==> src/rtl/synapse_unit.sv <==
// -----------------------------------------------------------------------------
// synapse_unit
// Pre-synaptic front end for one soma. Incoming spike events {id, time} are
// buffered in a circular FIFO; a small FSM pops one event at a time, looks up
// the per-synapse weight in a programmable table and presents the
// (weight, spike-time) pair to the soma over a valid/ready handshake.
//
// Ports
//   clk         in   clock
//   rst         in   asynchronous active-low reset
//   kill        in   synchronous flush: empties FIFO, aborts delivery
//   spk_valid   in   incoming event valid
//   spk_id      in   synapse index of event
//   spk_time    in   time delta carried with event
//   spk_ready   out  event accepted when spk_valid && spk_ready at clk edge
//   wr_en       in   weight table write strobe
//   wr_addr     in   weight table write index (>= N_SYN ignored)
//   wr_data     in   weight value
//   out_valid   out  delivery pair valid
//   out_ready   in   soma accepts pair
//   out_weight  out  weight of delivered event
//   out_spike   out  spike time of delivered event
//   fifo_count  out  events currently buffered (0..DEPTH)
//   overflow    out  sticky: event offered while not ready (cleared by rst)
// -----------------------------------------------------------------------------
module synapse_unit #(
    parameter int N_SYN = 16,
    parameter int ID_W  = 4,
    parameter int DEPTH = 8,
    parameter int CNT_W = 4
) (
    input  logic             clk,
    input  logic             rst,
    input  logic             kill,
    input  logic             spk_valid,
    input  logic [ID_W-1:0]  spk_id,
    input  logic [7:0]       spk_time,
    output logic             spk_ready,
    input  logic             wr_en,
    input  logic [ID_W-1:0]  wr_addr,
    input  logic [7:0]       wr_data,
    output logic             out_valid,
    input  logic             out_ready,
    output logic [7:0]       out_weight,
    output logic [7:0]       out_spike,
    output logic [CNT_W-1:0] fifo_count,
    output logic             overflow
);

    localparam int PTR_W = CNT_W - 1;

    typedef enum logic [1:0] {
        ST_IDLE  = 2'b00,
        ST_FETCH = 2'b01,
        ST_SEND  = 2'b10
    } state_t;

    state_t            r_state;
    state_t            w_state_nxt;

    logic [ID_W-1:0]   r_mem_id   [DEPTH];
    logic [7:0]        r_mem_time [DEPTH];
    logic [PTR_W-1:0]  r_wptr;
    logic [PTR_W-1:0]  r_rptr;
    logic [CNT_W-1:0]  r_count;

    logic [7:0]        r_table [N_SYN];

    logic [ID_W-1:0]   r_lat_id;
    logic [7:0]        r_lat_time;
    logic              r_out_valid;
    logic [7:0]        r_out_weight;
    logic [7:0]        r_out_spike;
    logic              r_overflow;

    logic              w_spk_ready;
    logic              w_push;
    logic              w_pop;
    logic              w_load_out;
    logic              w_clr_out;
    logic              w_not_empty;
    logic [7:0]        w_table_rd;

    // Acceptance depends only on kill and the registered count.
    assign w_spk_ready = !kill && (r_count < CNT_W'(DEPTH));
    assign w_push      = spk_valid && w_spk_ready;
    assign w_not_empty = (r_count != {CNT_W{1'b0}});

    // Weight lookup for the latched id; ids outside the table read as zero.
    always_comb begin
        w_table_rd = 8'd0;
        if (32'(r_lat_id) < N_SYN) begin
            w_table_rd = r_table[r_lat_id];
        end else begin
            w_table_rd = 8'd0;
        end
    end

    // FSM next-state and control strobes; kill overrides everything.
    always_comb begin
        w_state_nxt = r_state;
        w_pop       = 1'b0;
        w_load_out  = 1'b0;
        w_clr_out   = 1'b0;
        if (kill) begin
            w_state_nxt = ST_IDLE;
            w_clr_out   = 1'b1;
        end else begin
            case (r_state)
                ST_IDLE: begin
                    if (w_not_empty) begin
                        w_pop       = 1'b1;
                        w_state_nxt = ST_FETCH;
                    end else begin
                        w_state_nxt = ST_IDLE;
                    end
                end
                ST_FETCH: begin
                    w_load_out  = 1'b1;
                    w_state_nxt = ST_SEND;
                end
                ST_SEND: begin
                    if (out_ready) begin
                        w_clr_out = 1'b1;
                        // Back-to-back pop keeps the 2-cycle delivery cadence.
                        if (w_not_empty) begin
                            w_pop       = 1'b1;
                            w_state_nxt = ST_FETCH;
                        end else begin
                            w_state_nxt = ST_IDLE;
                        end
                    end else begin
                        w_state_nxt = ST_SEND;
                    end
                end
                default: begin
                    w_state_nxt = ST_IDLE;
                    w_clr_out   = 1'b1;
                end
            endcase
        end
    end

    // FSM state register.
    always_ff @(posedge clk or negedge rst) begin
        if (!rst) begin
            r_state <= ST_IDLE;
        end else begin
            r_state <= w_state_nxt;
        end
    end

    // FIFO storage: written at the write pointer on every accepted event.
    always_ff @(posedge clk or negedge rst) begin
        if (!rst) begin
            for (int i = 0; i < DEPTH; i++) begin
                r_mem_id[i]   <= {ID_W{1'b0}};
                r_mem_time[i] <= 8'd0;
            end
        end else if (w_push) begin
            r_mem_id[r_wptr]   <= spk_id;
            r_mem_time[r_wptr] <= spk_time;
        end
    end

    // FIFO pointers and occupancy; pointers wrap naturally since DEPTH is 2^n.
    always_ff @(posedge clk or negedge rst) begin
        if (!rst) begin
            r_wptr  <= {PTR_W{1'b0}};
            r_rptr  <= {PTR_W{1'b0}};
            r_count <= {CNT_W{1'b0}};
        end else if (kill) begin
            r_wptr  <= {PTR_W{1'b0}};
            r_rptr  <= {PTR_W{1'b0}};
            r_count <= {CNT_W{1'b0}};
        end else begin
            if (w_push) begin
                r_wptr <= r_wptr + PTR_W'(1);
            end
            if (w_pop) begin
                r_rptr <= r_rptr + PTR_W'(1);
            end
            case ({w_push, w_pop})
                2'b10:   r_count <= r_count + CNT_W'(1);
                2'b01:   r_count <= r_count - CNT_W'(1);
                default: r_count <= r_count;
            endcase
        end
    end

    // Weight table; a same-cycle FETCH sees the value before this write.
    always_ff @(posedge clk or negedge rst) begin
        if (!rst) begin
            for (int i = 0; i < N_SYN; i++) begin
                r_table[i] <= 8'd0;
            end
        end else if (wr_en && (32'(wr_addr) < N_SYN)) begin
            r_table[wr_addr] <= wr_data;
        end
    end

    // Head-of-FIFO latch taken on every pop.
    always_ff @(posedge clk or negedge rst) begin
        if (!rst) begin
            r_lat_id   <= {ID_W{1'b0}};
            r_lat_time <= 8'd0;
        end else if (w_pop) begin
            r_lat_id   <= r_mem_id[r_rptr];
            r_lat_time <= r_mem_time[r_rptr];
        end
    end

    // Delivery outputs: loaded in FETCH, held through SEND, valid dropped on
    // handshake or kill (payload registers simply keep their last value).
    always_ff @(posedge clk or negedge rst) begin
        if (!rst) begin
            r_out_valid  <= 1'b0;
            r_out_weight <= 8'd0;
            r_out_spike  <= 8'd0;
        end else if (w_load_out) begin
            r_out_valid  <= 1'b1;
            r_out_weight <= w_table_rd;
            r_out_spike  <= r_lat_time;
        end else if (w_clr_out) begin
            r_out_valid  <= 1'b0;
        end
    end

    // Sticky overflow flag, cleared only by reset.
    always_ff @(posedge clk or negedge rst) begin
        if (!rst) begin
            r_overflow <= 1'b0;
        end else if (spk_valid && !w_spk_ready) begin
            r_overflow <= 1'b1;
        end
    end

    assign spk_ready  = w_spk_ready;
    assign out_valid  = r_out_valid;
    assign out_weight = r_out_weight;
    assign out_spike  = r_out_spike;
    assign fifo_count = r_count;
    assign overflow   = r_overflow;

endmodule

==> config.mk <==
export PLATFORM = sky130hd
export DESIGN_NAME = synapse_unit
export DESIGN_NICKNAME = d
export VERILOG_FILES = /design/src/rtl/synapse_unit.sv
export SDC_FILE = /design/constraint.sdc
export NUM_CORES = 1
export LEC_CHECK = 0
export CORE_ASPECT_RATIO = 2
export CORE_UTILIZATION = 25
export DETAILED_ROUTE_END_ITERATION = 8
export SETUP_SLACK_MARGIN = 0.4
export SLEW_MARGIN = 20
export SYNTH_ARGS = -nofsm -noshare
export SYNTH_HDL_FRONTEND = slang
export SYNTH_SLANG_ARGS = --single-unit
==> constraint.sdc <==
create_clock -name clk -period 3.6 [get_ports clk]
set_input_delay 0.72 -clock clk [delete_from_list [all_inputs] [get_ports clk]]
set_output_delay 0.72 -clock clk [all_outputs]
set_load 0.02 [all_outputs]
==> impl_metrics.ini <==
[run_status]
run_status = completed

[yosys]
synth_area_leaders = dfrtp_1, mux2_2, mux4_2
yosysWarnings = 0
yosysTopAreaCellShare_pct = 56.1
synth_edf_count = 0
synth_compound_area_share_pct = 1.93
synthFlopType = dfrtp_1
synthXorXnorAreaFrac_pct = 0.443
syn_avg_cell_area_um2 = 15.1
async_reset_ff_share_pct = 100
ys_ff_latch = 266
synth_top_family_by_area = multiplexers
ys_seq_area_share_pct = 56.1
synthCells = 788
syn_nets = 823
synth_fa_ha_area_share_pct = 0.591
synthMuxAreaShare_pct = 34.2
synth_area_um2 = 11900
synth-simple-area-share_pct = 5.01
synth_top_area_cell = dfrtp_1
yosys.cell_types.count = 44

[clock_tree]
post_cts_resized = 0
clk_latency_ns = 0.54
cts_tree = yes
cts.path.max_buffers = 3
clk_pin_slew_ns = 0.06
cts_setup_buffers = 0
cts_root_buf = clkbuf_16
clock-sinks = 266
cts-buffers-inserted = 25
cts-htree-levels = 1
cts_hold_buf = 0

[routing]
wl_met2_um = 15800
via_count = 6729
wire_per_inst_um = 18.4
wl_met3_um = 833
drt_iter0_drc = 270
drc = 0
top_layer_used = met4
wl_um = 27600
wl_met1_um = 10200
antenna_left = 0
viasPerCell = 4.50
firstDrtPassIters = 4

[sta]
setup_viol = 0
drv_slew = 0
timing.final.crit_share_pct = 77.4
worstMarginPinSlew_ns = 0.907
hold_viol = 0
fin_crit_ns = 2.79
clock_skew_ns = 0.0100
rsz0062_at_grt = no
setup-tns-final_ns = 0
slew_headroom_pct = 39.6
fmax_ghz = 0.359

[die]
fp.coreArea_um2 = 46800
row_count = 112
die-area_um2 = 48400
die_w_um = 156
io_pins = 53
initial_core_util_pct = 25.3
die_h_um = 310

[critical_path]
critical_path_class = input port to primary output
arrival_ns = 2.07
crit_start = kill
r2r-start = r_state[1]
r2r_setup_slack_ns = 1.02
start_kind = input port
endpoint_kind = primary output
cp_max_fo = 9
cp.required_ns = 2.88

[grt]
grt_max_degree = 113
grt_pass1_wl_um = 44200
antenna_found_initial = 0
grt_pass1_vias = 7415
grt_usage_pct = 12.1
grt_remaining_overflow = 0

[layout]
syn2layout_area_growth_pct = 18.7
nets = 886
stdcell_count = 1495
fillerInstances = 4719
num_antenna_cells = 0
fin_util_pct = 30.1
layout-drive-gt1-share_pct = 38.8

[placed_design]
place.gp.congestion = 0.756
portBuffers = 52
dp_cells = 1451
place_hpwl_um = 18900

[power]
p_leak_nw = 6.05
total_power_w = 0.0100
vdd_drop_max_uv = 222
power.density_nw_per_um2 = 712

[job]
drv_cap = 0

[min_path]
min_path_type = input port to async pin
-- power breakdown --
group / internal [W] / switching (W) / leakage (nW)
clock network: 0.00156 / 0.00114 / 0.407
logic: 0.00167 / 0.00127 / 2.28
registers: 0.00380 / 0.000580 / 3.36
total: 0.00703 / 0.00299 / 6.05
-- metal layers --
layer	GRT usage [%]	vias up
li1	-	3014
met1	13.1	3567
met2	23.4	102
met3	1.52	46
met4	4.72	0
met5	0	-
-- state kept, by name (all words and copies together), names as in the netlist --
name        count
r_lat_time      8
out_spike       8
r_mem_id       32
out_weight      8
r_mem_time     64
out_valid       1
r_state         2
r_table       128
overflow        1
fifo_count      4
r_lat_id        4
r_wptr          3
r_rptr          3
-- area by class of cell --
class	count	area (um^2)	share of cell area [%]
Tap cell	627	785	5.57
Sequential cell	266	6660	47.3
Timing Repair Buffer	84	791	5.62
Multi-Input combinational cell	471	5010	35.6
Clock buffer	33	686	4.87
Inverter	3	11.3	0.0800
Clock inverter	11	144	1.02
-- cell families after synthesis --
family          after synthesis
mux                         308
simple gates                117
compound gates               35
xor+xnor                      6
fa+ha+maj                     5
buf+inv                      51
flops                       266
-- stage by stage --
stage / setup WS (ns) / instance area, um^2 / hold WS [ns]
after floorplan: 0.840 / 11900 / 0.424
after global placement: 0.384 / 13300 / 0.450
after detailed placement: 0.352 / 13300 / 0.452
after CTS: 0.811 / 14100 / 0.293
after global routing: 0.747 / 14100 / 0.316
final: 0.815 / 14100 / 0.257
-- path summary, 6_finish.rpt --
path	end	cells past startpoint
min in group clk	out_spike[7]	2
max in group asynchronous	r_mem_time[29]	2
hold reg to reg	out_spike[7]	2
hold / removal	r_table[22]	1
setup reg to reg	fifo_count[3]	8
setup / recovery	spk_ready	3
-- cells in the final DEF (no fill, tap or decap), drive strengths merged, types with 6 or more instances in the layout --
cell           synthesis  layout
nand2b                 6       6
a21oi                 14      14
nor2b                  6       6
dfrtp                266     266
buf                   20      33
o221ai                 7       7
nor2                  32      32
mux2i                 29      29
clkdlybuf4s50          0      51
mux2                 224     224
nand2                 41      41
mux4                  55      55
clkbuf                28      33
clkinv                 1       7
nand3                  7       7
-- synthesized netlist by cell type, types with 5 or more instances --
master / n
a21oi_1: 14
buf_1: 6
buf_2: 14
clkbuf_1: 28
dfrtp_1: 266
mux2_1: 22
mux2_2: 202
mux2i_1: 29
mux4_2: 55
nand2_1: 41
nand2b_1: 6
nand3_1: 7
nor2_1: 32
nor2b_1: 6
o221ai_1: 7
or3_1: 5
-- worst max-delay path, cell delays in order --
cell	delay [ns]
clkdlybuf4s50_1	0.57
nor2_1	0.16
clkdlybuf4s50_1	0.62
No activity file was read; power rests on OpenSTA's default activity.
